==> config.mk <==
export PLATFORM = sky130hd
export DESIGN_NAME = adder_arbiter_flat
export DESIGN_NICKNAME = d
export VERILOG_FILES = /design/src/rtl/adder_arb_pkg.sv /design/src/rtl/adder_arbiter_if.sv /design/src/rtl/adder_u.sv /design/src/rtl/adder_arbiter.sv /design/src/flat_wrapper.sv
export SDC_FILE = /design/constraint.sdc
export NUM_CORES = 1
export LEC_CHECK = 0
export ABC_AREA = 1
export CAP_MARGIN = 5
export CORE_AREA = 2 2 79 81
export DETAILED_ROUTE_END_ITERATION = 12
export DIE_AREA = 0 0 81 83
export PLACE_DENSITY = 0.92
export RECOVER_POWER = 100
export REMOVE_ABC_BUFFERS = 1
export SLEW_MARGIN = 20
export SYNTH_ARGS = -nofsm -noshare
export SYNTH_HDL_FRONTEND = slang
export SYNTH_SLANG_ARGS = --single-unit
==> constraint.sdc <==
create_clock -name clk_i -period 3.5 [get_ports clk_i]
set_input_delay 0.525 -clock clk_i [delete_from_list [all_inputs] [get_ports clk_i]]
set_output_delay 0.525 -clock clk_i [all_outputs]
set_load 0.005 [all_outputs]
==> src/rtl/adder_arb_pkg.sv <==
// Shared types and the round-robin winner search for the adder arbiter.
package adder_arb_pkg;

  localparam int unsigned MAX_REQ = 16;
  localparam int unsigned MAX_IDW = 4;

  typedef enum logic [1:0] {IDLE, CALC, RESP} arb_state_t;

  // Scan upward from last_id+1 with wrap-around; bits at or above nreq are ignored.
  function automatic logic [MAX_IDW-1:0] rr_pick(input logic [MAX_REQ-1:0] req,
                                                 input logic [MAX_IDW-1:0] last_id,
                                                 input int unsigned nreq);
    logic [MAX_IDW-1:0] pick;
    logic               found;
    int unsigned        idx;
    pick  = '0;
    found = 1'b0;
    for (int unsigned i = 1; i <= MAX_REQ; i++) begin
      idx = (32'(last_id) + i) % nreq;
      if (!found && (i <= nreq) && req[idx[MAX_IDW-1:0]]) begin
        pick  = idx[MAX_IDW-1:0];
        found = 1'b1;
      end
    end
    return pick;
  endfunction

endpackage

==> src/rtl/adder_arbiter_if.sv <==
// Requester-side bus of the adder arbiter: packed per-requester operands and results.
interface adder_arbiter_if #(
  parameter int unsigned W    = 8,
  parameter int unsigned NREQ = 4
);
  localparam int unsigned IDW = $clog2(NREQ);

  logic [NREQ-1:0]   req_i;
  logic [NREQ*W-1:0] x_i;
  logic [NREQ*W-1:0] y_i;
  logic [NREQ-1:0]   ack_o;
  logic              valid_o;
  logic [W-1:0]      sum_o;
  logic              of_o;
  logic [IDW-1:0]    id_o;
  logic              busy_o;

  modport master (
    output req_i, x_i, y_i,
    input  ack_o, valid_o, sum_o, of_o, id_o, busy_o
  );

  modport slave (
    input  req_i, x_i, y_i,
    output ack_o, valid_o, sum_o, of_o, id_o, busy_o
  );
endinterface

==> src/rtl/adder_u.sv <==
// Saturating unsigned adder: clamps to all-ones and flags overflow when the carry is set.
module adder_u #(
  parameter int unsigned W = 8
) (
  input  logic [W-1:0] x,
  input  logic [W-1:0] y,
  output logic [W-1:0] sum,
  output logic         of
);
  logic [W:0] full;

  always_comb begin
    full = {1'b0, x} + {1'b0, y};
    of   = full[W];
    sum  = full[W] ? '1 : full[W-1:0];
  end
endmodule

==> src/rtl/adder_arbiter.sv <==
// Round-robin arbiter sharing one saturating adder among NREQ requesters.
module adder_arbiter
  import adder_arb_pkg::*;
#(
  parameter int unsigned W    = 8,
  parameter int unsigned NREQ = 4
) (
  input logic            clk_i,
  input logic            rst_i,
  adder_arbiter_if.slave bus
);
  localparam int unsigned IDW = $clog2(NREQ);

  arb_state_t      state_q;
  logic [W-1:0]    x_q, y_q, sum_q, add_sum;
  logic            of_q, add_of, valid_q, busy_q;
  logic [IDW-1:0]  id_q, id_out_q, last_id_q, winner;
  logic [NREQ-1:0] ack_q;

  assign winner = IDW'(rr_pick(16'(bus.req_i), 4'(last_id_q), NREQ));

  adder_u #(.W(W)) u_adder (
    .x   (x_q),
    .y   (y_q),
    .sum (add_sum),
    .of  (add_of)
  );

  always_ff @(posedge clk_i) begin
    if (rst_i) begin
      state_q   <= IDLE;
      x_q       <= '0;
      y_q       <= '0;
      id_q      <= '0;
      last_id_q <= IDW'(NREQ - 1);
      ack_q     <= '0;
      valid_q   <= 1'b0;
      sum_q     <= '0;
      of_q      <= 1'b0;
      id_out_q  <= '0;
      busy_q    <= 1'b0;
    end else begin
      unique case (state_q)
        IDLE: begin
          if (|bus.req_i) begin
            x_q       <= bus.x_i[winner*W +: W];
            y_q       <= bus.y_i[winner*W +: W];
            id_q      <= winner;
            last_id_q <= winner;
            busy_q    <= 1'b1;
            state_q   <= CALC;
          end
        end
        CALC: begin
          sum_q    <= add_sum;
          of_q     <= add_of;
          id_out_q <= id_q;
          valid_q  <= 1'b1;
          ack_q    <= NREQ'(1) << id_q;
          state_q  <= RESP;
        end
        RESP: begin
          valid_q <= 1'b0;
          ack_q   <= '0;
          busy_q  <= 1'b0;
          state_q <= IDLE;
        end
        default: state_q <= IDLE;
      endcase
    end
  end

  assign bus.ack_o   = ack_q;
  assign bus.valid_o = valid_q;
  assign bus.sum_o   = sum_q;
  assign bus.of_o    = of_q;
  assign bus.id_o    = id_out_q;
  assign bus.busy_o  = busy_q;
endmodule

==> src/flat_wrapper.sv <==
// flat-port wrapper written by rule: the top's interface ports become plain ports
module adder_arbiter_flat import adder_arb_pkg::*;
#(
  parameter int unsigned W    = 8,
  parameter int unsigned NREQ = 4
)
  (clk_i, rst_i, bus_req_i, bus_x_i, bus_y_i, bus_ack_o, bus_valid_o, bus_sum_o, bus_of_o, bus_id_o, bus_busy_o);
  adder_arbiter_if #(.W(W), .NREQ(NREQ)) bus_i ();
  input logic clk_i;
  input logic rst_i;
  input wire logic [$bits(bus_i.req_i)-1:0] bus_req_i;
  input wire logic [$bits(bus_i.x_i)-1:0] bus_x_i;
  input wire logic [$bits(bus_i.y_i)-1:0] bus_y_i;
  output wire logic [$bits(bus_i.ack_o)-1:0] bus_ack_o;
  output wire logic [$bits(bus_i.valid_o)-1:0] bus_valid_o;
  output wire logic [$bits(bus_i.sum_o)-1:0] bus_sum_o;
  output wire logic [$bits(bus_i.of_o)-1:0] bus_of_o;
  output wire logic [$bits(bus_i.id_o)-1:0] bus_id_o;
  output wire logic [$bits(bus_i.busy_o)-1:0] bus_busy_o;
  assign bus_i.req_i = bus_req_i;
  assign bus_i.x_i = bus_x_i;
  assign bus_i.y_i = bus_y_i;
  assign bus_ack_o = bus_i.ack_o;
  assign bus_valid_o = bus_i.valid_o;
  assign bus_sum_o = bus_i.sum_o;
  assign bus_of_o = bus_i.of_o;
  assign bus_id_o = bus_i.id_o;
  assign bus_busy_o = bus_i.busy_o;
  adder_arbiter #(.W(W), .NREQ(NREQ)) u_core (.clk_i(clk_i), .rst_i(rst_i), .bus(bus_i));
endmodule
Yosys cells after proc, flatten, opt, wreduce, memory -nomap -nowiden:

Cells that the tools add are included.

* register bits: 39
* output and inout port bits: 17
* input port bits: 70
* word-level logic and storage cells: 60

* $lt $le $gt $ge: 4
* $add $sub $neg: 5
* eq/ne operators: 3
* reduce and logical (&&, ||, !) cells: 12
* muxes and demuxes: 22
* shift-type cells: 3

Operators with widths (count)
* 32-bit by 6-bit variable part select with 8-bit output: 2
* 2-bit by 5-bit less-than comparator with 1-bit output, second input constant: 4
* 2-bit 2-to-1 mux: 5
* 8-bit by 8-bit adder with 9-bit output: 1
* 1-bit binary-select mux with 2-bit select: 4
* 1-bit 2-to-1 mux: 8
* 8-bit 2-to-1 mux: 1
* 4-bit case mux with 2 select lines: 1
* 2-bit by 1-bit adder with 2-bit output, second input constant: 2
* 2-bit adder, second input constant: 2
* 1-bit case mux with 2 select lines: 2
* 2-bit case mux with 2 select lines: 1
* 2-bit AND reduction: 2
* 2-bit nonzero test: 2
* 4-bit OR reduction: 1
* 1-bit by 2-bit left shift with 4-bit output, first input constant: 1
* 1-bit logical AND: 3
* 1-bit logical NOT: 3
* 2-bit by 1-bit == test with 1-bit output, second input constant: 1
* 2-bit == test, second input constant: 1
* 2-bit logical NOT: 1
* 2-bit by 1-bit != test with 1-bit output, second input constant: 1

Depth between registers and ports, before layout:

Gate-level depths: netlist (run 1).

* word-level depth: 14
* gate-level depth with buffers: 15
* mapped depth without buffers: 14

Cells and area by module:

Synthesis (run 1) repeated with hierarchy kept, for this count alone.

* cell total of the unflattened synthesis: 512
* area, all modules: 3079.2 µm²

Modules (own cells, without submodules)
* adder_arbiter: seq. area each 780.7 µm², area an instance 2658.8 µm², cells an instance 435, instances 1
* adder_u: seq. area each 0.0 µm², area an instance 420.4 µm², cells an instance 77, instances 1

Least setup slack after synthesis (run 1):

No wires, ideal clock.

* kind: input to register
* start: input bus_req_i[0]
* end: register u_core.x_q[0]
* setup slack: 1761 ps
* setup time: 109 ps
* cell stages on the path: 13
* arrival time: 1630 ps
* buffers on the path: 1
* required time: 3391 ps
* path through: nand2_1 nand2_1 nand2_4 nand2_4 nor2_8 nand4_1 nand2_4 inv_6 buf_12 nand3_2 nand3_1 nand2_1 inv_1

* cells in the longest elaborated chain, start to end: 13
* elaborated cells on any way between the ends: 24
* classes of those cells: shift: 1; mux: 15; reduce/logical: 8

RTL lines
* start: declaration: line flat_wrapper.sv:11 `input wire logic [$bits(bus_i.req_i)-1:0] bus_req_i;`
* 1-bit binary-select mux with 2-bit select: line adder_arb_pkg.sv:20 `if (!found && (i <= nreq) && req[idx[MAX_IDW-1:0]]) begin`
* 1-bit 2-to-1 mux (not written as such): line adder_arb_pkg.sv:20
* 1-bit 2-to-1 mux: line adder_arb_pkg.sv:20
* 1-bit logical NOT: line adder_arb_pkg.sv:20
* 1-bit logical AND: line adder_arb_pkg.sv:20
* 1-bit 2-to-1 mux: line adder_arb_pkg.sv:20
* 1-bit logical NOT: line adder_arb_pkg.sv:20
* 1-bit logical AND: line adder_arb_pkg.sv:20
* 1-bit 2-to-1 mux: line adder_arb_pkg.sv:20
* 1-bit logical NOT: line adder_arb_pkg.sv:20
* 1-bit logical AND: line adder_arb_pkg.sv:20
* 2-bit 2-to-1 mux: line adder_arb_pkg.sv:20
* 32-bit by 6-bit variable part select with 8-bit output: line adder_arbiter.sv:46 `x_q <= bus.x_i[winner*W +: W];`
* end signal: assignment: line adder_arbiter.sv:46
* end: declaration: line adder_arbiter.sv:15 `logic [W-1:0] x_q, y_q, sum_q, add_sum;`

Several ways; a longest one is shown, not always the timed one. The select of a mux whose other input is x is not followed.
A chain may end at the register's enable or synchronous reset.

Final worst setup path (run 1):

* start: register u_core.last_id_q[0]
* end: register u_core.x_q[2]

* cells in the longest elaborated chain, start to end: 14
* elaborated cells on any way between the ends: 26
* classes of those cells: add/sub: 4; shift: 1; mux: 15; reduce/logical: 6

RTL lines
* start: declaration: line adder_arbiter.sv:17 `logic [IDW-1:0] id_q, id_out_q, last_id_q, winner;`
* start signal: assignment: line adder_arbiter.sv:35 `last_id_q <= IDW'(NREQ - 1);`
* start signal: assignment: line adder_arbiter.sv:49 `last_id_q <= winner;`
* 2-bit by 1-bit adder with 2-bit output: line adder_arb_pkg.sv:19 `idx = (32'(last_id) + i) % nreq;`
* 1-bit binary-select mux with 2-bit select: line adder_arb_pkg.sv:20
* 1-bit 2-to-1 mux (not written as such): line adder_arb_pkg.sv:20
* 1-bit 2-to-1 mux: line adder_arb_pkg.sv:20
* 1-bit logical NOT: line adder_arb_pkg.sv:20
* 1-bit logical AND: line adder_arb_pkg.sv:20
* 1-bit 2-to-1 mux: line adder_arb_pkg.sv:20
* 1-bit logical NOT: line adder_arb_pkg.sv:20
* 1-bit logical AND: line adder_arb_pkg.sv:20
* 1-bit 2-to-1 mux: line adder_arb_pkg.sv:20
* 1-bit logical NOT: line adder_arb_pkg.sv:20
* 1-bit logical AND: line adder_arb_pkg.sv:20
* 2-bit 2-to-1 mux (*): line adder_arb_pkg.sv:20
* 32-bit by 6-bit variable part select with 8-bit output (*): line adder_arbiter.sv:46

Mark *: on every way between the ends. The rest lies on a longest branch, timed or not. The select of a mux whose other input is x is not followed.

==> out/metrics.cfg, run 1 <==
[outcome]
status = completed

[timing]
timing.final.crit_share = 0.844
tightest_slew_ns = 1.18
setup_viol = 0
slew_violations = 0
timing.hold.ws_ns = 0.465
max_slew_margin = 0.212
setup_ws_ns = 0.545
tns_ns = 0
fmax_ghz = 0.338
finalCriticalPeriod_ns = 2.96
rsz0062_at_grt = no
fin_skew_ns = 0.00319
hold_viol = 0

[routing]
drt_iter0_markers = 243
ant_nets = 0
vias_per_cell = 5.13
vias = 3139
wl_per_cell_um = 12.2
drtPass1Iterations = 4
drc = 0
wirelength_um = 7480

[global_routing]
grt_max_degree = 38
grt.overflow.total = 0
grt_use_total = 0.232
grt_pass1_vias = 3069
antenna_found_initial = 0
grt_pass1_wl_um = 12800

[cells_and_area]
syn2layout_area_growth_pct = 31.1
fillers = 493
nets = 620
n_antenna_cell = 0
final_cell_count_no_fill = 612
drive_above_1_share = 0.0689

[yosys]
seq_area_frac_synth = 0.260
synth_top_area_cell = dfxtp_1
netlist_area_sq_mm = 0.00300
ys_ff_latch = 39
synth_top_area_frac = 0.260
synth_cell_types = 35
syn_area_per_cell_sq_um = 6.49
postSynthCellCount = 462
synth_area_leaders = dfxtp_1, nand3_1, inv_1
yosysWarnings = 0

[pwr]
leakage_nw = 2.12
combPwrFrac = 0.605
pwr-share-clk = 0.159
intPower_mw = 1.49
totalPowerFinal_mw = 2.84
p_sw_mw = 1.35
worst_ir_drop_vdd_uv = 479
p_per_area_mw_per_mm2 = 722
switching_share = 0.475
sequentialPowerShare = 0.236

[clock_tree]
clock_sinks = 39
root_buffer = clkbuf_8
cts.clk_slew.worst_paths_ns = 0.08
cts_tree = yes
cts.path.max_buffers = 2
h-tree-depth = 2
cts_hold_buffers = 0
cts_resized = 0
cts-buffers-inserted = 5
worstSkewPairLatency_ns = 0.30
post-cts-setup-buffer-count = 0

[worst_setup_path]
cp.required_ns = 3.70
endpoint_kind = flip-flop
critical_path_arrival_ns = 3.16
startpoint_type = flip-flop
path_max_fanout = 33
crit_type = reg2reg
reg2reg_slack_ns = 0.54

[worst_hold_path]
min_path_type = reg2reg

[die]
pin_count = 87
die_width_um = 81
fp-row-count = 28
fp.dieH_um = 83
die_area_sq_mm = 0.00672
core_region_area_sq_mm = 0.00582
start_util = 0.516

[flow_run]
max-cap-violations = 0

[placed_design]
port_buffers = 86
preCtsSetupSlack_ns = 0.562
dp.cells = 604
place_hpwl_um = 5480
gp_congestion = 0.809

## power groups by stage
stage / logic [mW] / clock network (mW) / registers (mW)
after floorplan: 1.27 / 0 / 0.655
after global placement: 1.61 / 0 / 0.671
after detailed placement: 1.71 / 0 / 0.677
after CTS: 1.73 / 0.454 / 0.669
after global routing: 1.91 / 0.469 / 0.683
final: 1.72 / 0.450 / 0.669
## final cells by class
class                      instances  area [sq um]  share of cell area
multi-input combinational        300          1670               0.424
timing repair buffer              87           865               0.220
sequential                        39           781               0.199
inverter                         103           392              0.0996
tap                               75          93.8              0.0239
clock buffer                       6          72.6              0.0185
clock inverter                     2          60.1              0.0153
## final timing paths
path | start | cells after the start | to
hold / removal | u_core.bus.ack_o[1] | 2 | u_core.bus.ack_o[1]
setup / recovery | u_core.last_id_q[0] | 13 | u_core.x_q[2]
setup reg to reg | u_core.last_id_q[0] | 13 | u_core.x_q[2]
hold reg to reg | u_core.bus.ack_o[1] | 2 | u_core.bus.ack_o[1]
## per-stage QoR
stage / util / cell area, sq um
final: 0.676 / 3930
after global routing: 0.676 / 3930
after CTS: 0.679 / 3950
after floorplan: - / 2860
after global placement: 0.657 / 3820
after detailed placement: 0.657 / 3820
## cells by family (layout without fill, tap and decap cells)
kind of cell / Yosys count / after routing / synth area share
compound gates: 42 / 42 / 0.0855
xor+xnor: 6 / 6 / 0.0175
fa+ha+maj: 14 / 14 / 0.0609
buf+inv: 123 / 198 / 0.178
flops: 39 / 39 / 0.260
simple gates: 238 / 238 / 0.398
## per-layer routing
layer  wire length, um  up-vias  GRT usage
li1                  -     1588          -
met1              3070     1408      0.266
met2              3770      121      0.408
met3               434       22     0.0337
met4               208        0      0.114
met5                 0        -          0
## synthesized netlist by cell type (all sizes together)
| cell | count |
|---|---|
| nand3 | 98 |
| nand2 | 99 |
| inv | 103 |
| dlygate4sd3 | 1 |
| or2 | 1 |
| nor2 | 34 |
| fa | 1 |
| o21ai | 10 |
| buf | 16 |
| dfxtp | 39 |
| nor4 | 1 |
| xor2 | 3 |
| clkbuf | 3 |
| xnor2 | 3 |
| nand4 | 5 |
| o211ai | 3 |
| ha | 13 |
| a21oi | 23 |
| o21bai | 1 |
| o2111ai | 1 |
| a21o | 1 |
| o221ai | 3 |
## placed cells by master (no fill, tap or decap), drive strengths merged, types with 10 or more instances in the layout
cell type | synthesis | layout
ha | 13 | 13
o21ai | 10 | 10
inv | 103 | 103
nand3 | 98 | 98
nor2 | 34 | 34
dlygate4sd3 | 1 | 19
dfxtp | 39 | 39
nand2 | 99 | 99
a21oi | 23 | 23
clkdlybuf4s50 | 0 | 67
## registers in the layout, indices dropped and copies added, names as in the netlist
name,flops
u_core.bus.sum_o,8
u_core.x_q,8
u_core.y_q,8
u_core.bus.ack_o,4
u_core.bus.id_o,2
u_core.id_q,2
u_core.last_id_q,2
u_core.state_q,2
u_core.bus.busy_o,1
u_core.bus.of_o,1
u_core.bus.valid_o,1
## critical path, cell delays in order, from the launching register on
cell and delay, ns:
dfxtp_1 0.65, inv_1 0.27, nand2_1 0.16, nand2_1 0.06, nand2_1 0.16, nand2_4 0.10
nor2_8 0.12, nand4_4 0.37, nand2_4 0.48, nand2_1 0.11, nand3_1 0.10, nand3_1 0.08
nand2_1 0.12, inv_1 0.05
No activity file was read; power rests on OpenSTA's default activity.
==> inputs of run 2 (changes only) <==
CORE_AREA = 2 2 86 88   (was 2 2 79 81)
DIE_AREA = 0 0 88 90   (was 0 0 81 83)
PLACE_DENSITY = 0.83   (was 0.92)
clock period = 2.55 ns   (was 3.5 ns; I/O delays follow)
==> run 2 against run 1 <==
Net effect: via count decreased by 1.2%; global-route usage is 3.6 points lower; wire length down 2.4%.
==> out/metrics.cfg, run 2 (synthesis results as in run 1) <==
[placed_design]
preCtsSetupSlack_ns = 0.107  ; -0.455 ns
port_buffers = 86  ; unchanged
gp_congestion = 0.875  ; +8.2%
place_hpwl_um = 5470  ; -0.25%

[clock_tree]
cts.clk_slew.worst_paths_ns = 0.08  ; about the same
cts-buffers-inserted = 5  ; unchanged
post-cts-setup-buffer-count = 0  ; unchanged
worstSkewPairLatency_ns = 0.31  ; about the same
cts_resized = 0  ; unchanged
cts_tree = yes
cts_hold_buffers = 0  ; unchanged
cts.path.max_buffers = 2  ; unchanged
h-tree-depth = 2  ; unchanged
clock_sinks = 39  ; unchanged
root_buffer = clkbuf_8

[die]
fp-row-count = 31  ; +11%
start_util = 0.427  ; -0.0885
die_width_um = 88  ; +8.6%
pin_count = 87  ; unchanged
fp.dieH_um = 90  ; +8.4%
core_region_area_sq_mm = 0.00702  ; +21%
die_area_sq_mm = 0.00792  ; +18%

[worst_setup_path]
path_cells = clkdlybuf4s50_1, inv_1, nand2_1, nand3_1, nand2_1, nor2_8, nand2_2, nand2_4, clkbuf_4, nand3_1, nand3_1, nand3_1, nand2_1, inv_1
path_max_fanout = 32  ; -3.0%
critPathMaxStageDelay_ns = 0.46  ; -0.19 ns
startpoint_type = input pin
cp.required_ns = 2.76  ; -0.94 ns
critical_path_arrival_ns = 2.47  ; -0.69 ns
crit_buf_inv = 4  ; +2
crit_type = in2reg
path_common_cell = nand3_1
cp_top_family = simple AND/OR/NAND/NOR gates
endpoint_kind = flip-flop
slowest_stage = clkdlybuf4s50_1

[global_routing]
antenna_found_initial = 0  ; unchanged
grt_use_total = 0.195  ; -0.0364
grt_max_degree = 38  ; unchanged
grt_pass1_vias = 2968  ; -3.3%
grt_pass1_wl_um = 12600  ; -0.97%
grt.overflow.total = 0  ; unchanged

[pwr]
worst_ir_drop_vdd_uv = 332  ; -31%
leakage_nw = 2.13  ; +0.62%
p_per_area_mw_per_mm2 = 954  ; +32%

[timing]
max_slew_margin = 0.593  ; +0.380
tns_ns = 0  ; unchanged
hold_viol = 0  ; unchanged
timing.final.crit_share = 0.887
slew_violations = 0  ; unchanged
setup_ws_ns = 0.288  ; -0.257 ns
fmax_ghz = 0.442
fin_skew_ns = 0.0121  ; +0.00891 ns
rsz0062_at_grt = no
finalCriticalPeriod_ns = 2.26
tightest_slew_ns = 0.610  ; -0.572 ns
setup_viol = 0  ; unchanged

[cells_and_area]
final_common_cell = inv_1
seqCellArea_sq_um = 781  ; unchanged
syn2layout_area_growth_pct = 32.6
nets = 624  ; +0.65%
mostFrequentLayoutCells = inv_1, nand2_1, nand3_1
multiInputGateArea_sq_mm = 0.00167  ; +0.30%
fillers = 667  ; +35%
n_antenna_cell = 0  ; unchanged
drive_above_1_share = 0.0832  ; +0.0143

[routing]
vias = 3101  ; -1.2%
wl_per_cell_um = 11.4  ; -6.7%
vias_per_cell = 4.85  ; -5.5%
drt_iter0_markers = 134  ; -45%
drc = 0  ; unchanged
drtPass1Iterations = 4  ; unchanged
ant_nets = 0  ; unchanged
wirelength_um = 7290  ; -2.4%

[flow_run]
max-cap-violations = 0  ; unchanged

[worst_hold_path]
min_path_type = reg2reg

[outcome]
status = completed

run 2: stage by stage:
step / hold WS [ns] / utilization / std cells / power [mW] / cell area (sq um)
2_1_floorplan: 0.445 / - / 442 / 2.65 / 2860
6_report: 0.470 / 0.566 / 640 / 3.79 / 3980
3_5_place_dp: 0.465 / 0.552 / 632 / 3.31 / 3880
3_3_place_gp: 0.452 / 0.552 / 632 / 3.21 / 3880
4_1_cts: 0.477 / 0.569 / 640 / 3.83 / 3990
5_1_grt: 0.489 / 0.566 / 640 / 4.16 / 3980
run 2: per-layer routing:
metal / global-route usage / wire length (um) / up-vias
met1: 0.222 / 3120 / 1404
met2: 0.347 / 3730 / 76
li1: - / - / 1605
met3: 0.0386 / 278 / 16
met4: 0.0808 / 160 / 0
met5: 0 / 0 / -
run 2: final timing paths:
path | startpoint | to | slack [ns] | cells past startpoint
min | u_core.bus.valid_o | u_core.bus.valid_o | 0.47 | 2
min reg2reg | u_core.bus.valid_o | u_core.bus.valid_o | 0.47 | 2
max | bus_req_i[2] | u_core.y_q[0] | 0.29 | 14
max reg2reg | u_core.last_id_q[0] | u_core.y_q[0] | 0.36 | 13
run 2: tightest hold or removal path: cells and delay by family (launching register included):
family,cells,cell delay [ns]
compound gates,1,0.05
flops,1,0.32
simple gates,1,0.06
run 2: final cells by class:
cell class | instances | area share
clock inverter | 3 | 0.0110
sequential | 39 | 0.196
timing repair buffer | 91 | 0.225
clock buffer | 5 | 0.0173
tap | 99 | 0.0312
multi-input combinational | 300 | 0.421
inverter | 103 | 0.0985
run 2: report_power, final:
group	total, mW	switching, mW	internal (mW)	leakage [nW]
Clock	0.523	0.231	0.291	0.0581
Sequential	0.898	0.117	0.781	0.323
Combinational	2.37	1.48	0.893	1.75
Total	3.79	1.83	1.97	2.13
==> inputs of run 3 (changes only) <==
CORE_AREA = 2 2 83 85   (was 2 2 86 88)
DIE_AREA = 0 0 85 87   (was 0 0 88 90)
PLACE_DENSITY = 0.85   (was 0.83)
clock period = 2.3 ns   (was 2.55 ns; I/O delays follow)
==> run 3 against run 2 <==
Net effect: critical path depth fell by 1; clock power grew 5.7%; die area shrank 6.6%; count of clock-buffer cells in the layout increased by 1; critical path type is now reg2reg; design area shrank 0.50%; via count up 0.19%; combinational power increased by 12%; clock skew down 0.0062 ns; hold slack worse by 0.0035 ns; register-to-register slack lost 0.12 ns; sequential share of layout area increased by 0.099 points; sequential cell count unchanged.
==> out/metrics.cfg, run 3 (synthesis results as in run 1) <==
[cells_and_area]
syn2layout_area_growth_pct = 31.9
fillers = 611  ; -8.4%
multiInputGateArea_sq_mm = 0.00166  ; -0.52%
final_common_cell = inv_1
drive_above_1_share = 0.0778  ; -0.00540
nets = 624  ; unchanged
mostFrequentLayoutCells = inv_1, nand3_1, nand2_1
n_antenna_cell = 0  ; unchanged
seqCellArea_sq_um = 781  ; unchanged

[worst_setup_path]
cp.required_ns = 2.49  ; -0.27 ns
path_common_cell = nand2_4
crit_type = reg2reg
slowest_stage = dfxtp_1
endpoint_kind = flip-flop
path_cells = inv_2, nand2_2, nand2_4, nand2_4, nand2_2, nor2_8, nand4_1, nand2_4, inv_4, nand3_2, nand3_1, nand2_1, inv_1
critical_path_arrival_ns = 2.26  ; -0.21 ns
startpoint_type = flip-flop
cp_top_family = simple AND/OR/NAND/NOR gates
path_max_fanout = 17  ; -47%
critPathMaxStageDelay_ns = 0.46  ; about the same
crit_buf_inv = 3  ; -1

[timing]
max_slew_margin = 0.590  ; -0.00268
timing.final.crit_share = 0.897
finalCriticalPeriod_ns = 2.06
slew_violations = 0  ; unchanged
fmax_ghz = 0.485
rsz0062_at_grt = no
fin_skew_ns = 0.00591  ; -0.00619 ns
tightest_slew_ns = 0.614  ; +0.00402 ns
hold_viol = 0  ; unchanged
timing.hold.ws_ns = 0.466  ; -0.00351 ns
setup_viol = 0  ; unchanged

[placed_design]
port_buffers = 86  ; unchanged
place_hpwl_um = 5380  ; -1.7%
gp_congestion = 0.834  ; -4.7%

[pwr]
p_per_area_mw_per_mm2 = 1060  ; +12%
leakage_nw = 2.13  ; about the same
worst_ir_drop_vdd_uv = 673  ; +100%
totalPowerFinal_mw = 4.21  ; +11%

[clock_tree]
root_buffer = clkbuf_8
h-tree-depth = 2  ; unchanged
cts_tree = yes
clock_sinks = 39  ; unchanged
cts.clk_slew.worst_paths_ns = 0.07  ; about the same
cts_resized = 0  ; unchanged
worstSkewPairLatency_ns = 0.29  ; -0.02 ns
cts-buffers-inserted = 5  ; unchanged
cts.path.max_buffers = 2  ; unchanged
cts_hold_buffers = 0  ; unchanged
post-cts-setup-buffer-count = 0  ; unchanged

[die]
die_width_um = 85  ; -3.4%
start_util = 0.457  ; +0.0294
fp.dieH_um = 87  ; -3.3%
pin_count = 87  ; unchanged
fp-row-count = 30  ; -3.2%
die_area_sq_mm = 0.00740  ; -6.6%
core_region_area_sq_mm = 0.00657  ; -6.4%

[global_routing]
grt_pass1_wl_um = 12300  ; -2.9%
grt_pass1_vias = 2911  ; -1.9%
grt_use_total = 0.200  ; +0.00450
antenna_found_initial = 0  ; unchanged
grt_max_degree = 38  ; unchanged
grt.overflow.total = 0  ; unchanged

[routing]
wl_per_cell_um = 11.6  ; +1.5%
wirelength_um = 7170  ; -1.7%
vias = 3107  ; +0.19%
drt_iter0_markers = 144  ; +7.5%
ant_nets = 0  ; unchanged
drtPass1Iterations = 4  ; unchanged
drc = 0  ; unchanged
vias_per_cell = 5.01  ; +3.4%

[outcome]
status = completed

[flow_run]
max-cap-violations = 0  ; unchanged

[worst_hold_path]
min_path_type = reg2reg

-- run 3: report_power, final --
group          switching [mW]  internal (mW)  leakage [nW]
clock                   0.235          0.318        0.0513
sequential              0.133          0.866         0.323
combinational            1.62           1.04          1.76
-- run 3: layout make-up --
class                   count  share of cell area
clock buffers               6              0.0183
clock inverters             1             0.00759
inverters                 103              0.0984
multi-input cells         300               0.421
flip-flops and latches     39               0.197
well taps                  80              0.0253
repair buffers             91               0.232
-- run 3: metrics by stage --
step           instance area (sq um)  setup slack [ns]  std cells  TNS (ns)  utilization
4_1_cts                         3980             0.275        620         0        0.606
5_1_grt                         3960            0.0493        620         0        0.602
3_3_place_gp                    3880            0.0489        613         0        0.591
3_5_place_dp                    3880           -0.0286        613   -0.0690        0.591
2_1_floorplan                   2860             0.106        442         0            -
6_report                        3960             0.236        620         0        0.602
-- run 3: worst paths after layout --
kind,from,end,slack (ns),cells past startpoint
worst max-delay path,u_core.last_id_q[1],u_core.y_q[0],0.24,13
worst min-delay path,u_core.bus.valid_o,u_core.bus.valid_o,0.47,2
worst max register to register,u_core.last_id_q[1],u_core.y_q[0],0.24,13
worst min register to register,u_core.bus.valid_o,u_core.bus.valid_o,0.47,2
-- run 3: metal layers --
metal	up-vias	GRT usage	wire length, um
met5	-	0	0
met4	0	0.0909	128
met3	15	0.0332	431
met2	99	0.352	3510
met1	1387	0.237	3110
li1	1606	-	-
-- run 3: worst register-to-register path, cell delays in order (launching register included) --
cell,delay [ns]
dfxtp_1,0.46
inv_2,0.14
nand2_2,0.10
nand2_4,0.08
nand2_4,0.08
nand2_2,0.10
nor2_8,0.14
nand4_1,0.15
nand2_4,0.25
inv_4,0.16
nand3_2,0.10
nand3_1,0.08
nand2_1,0.10
inv_1,0.04
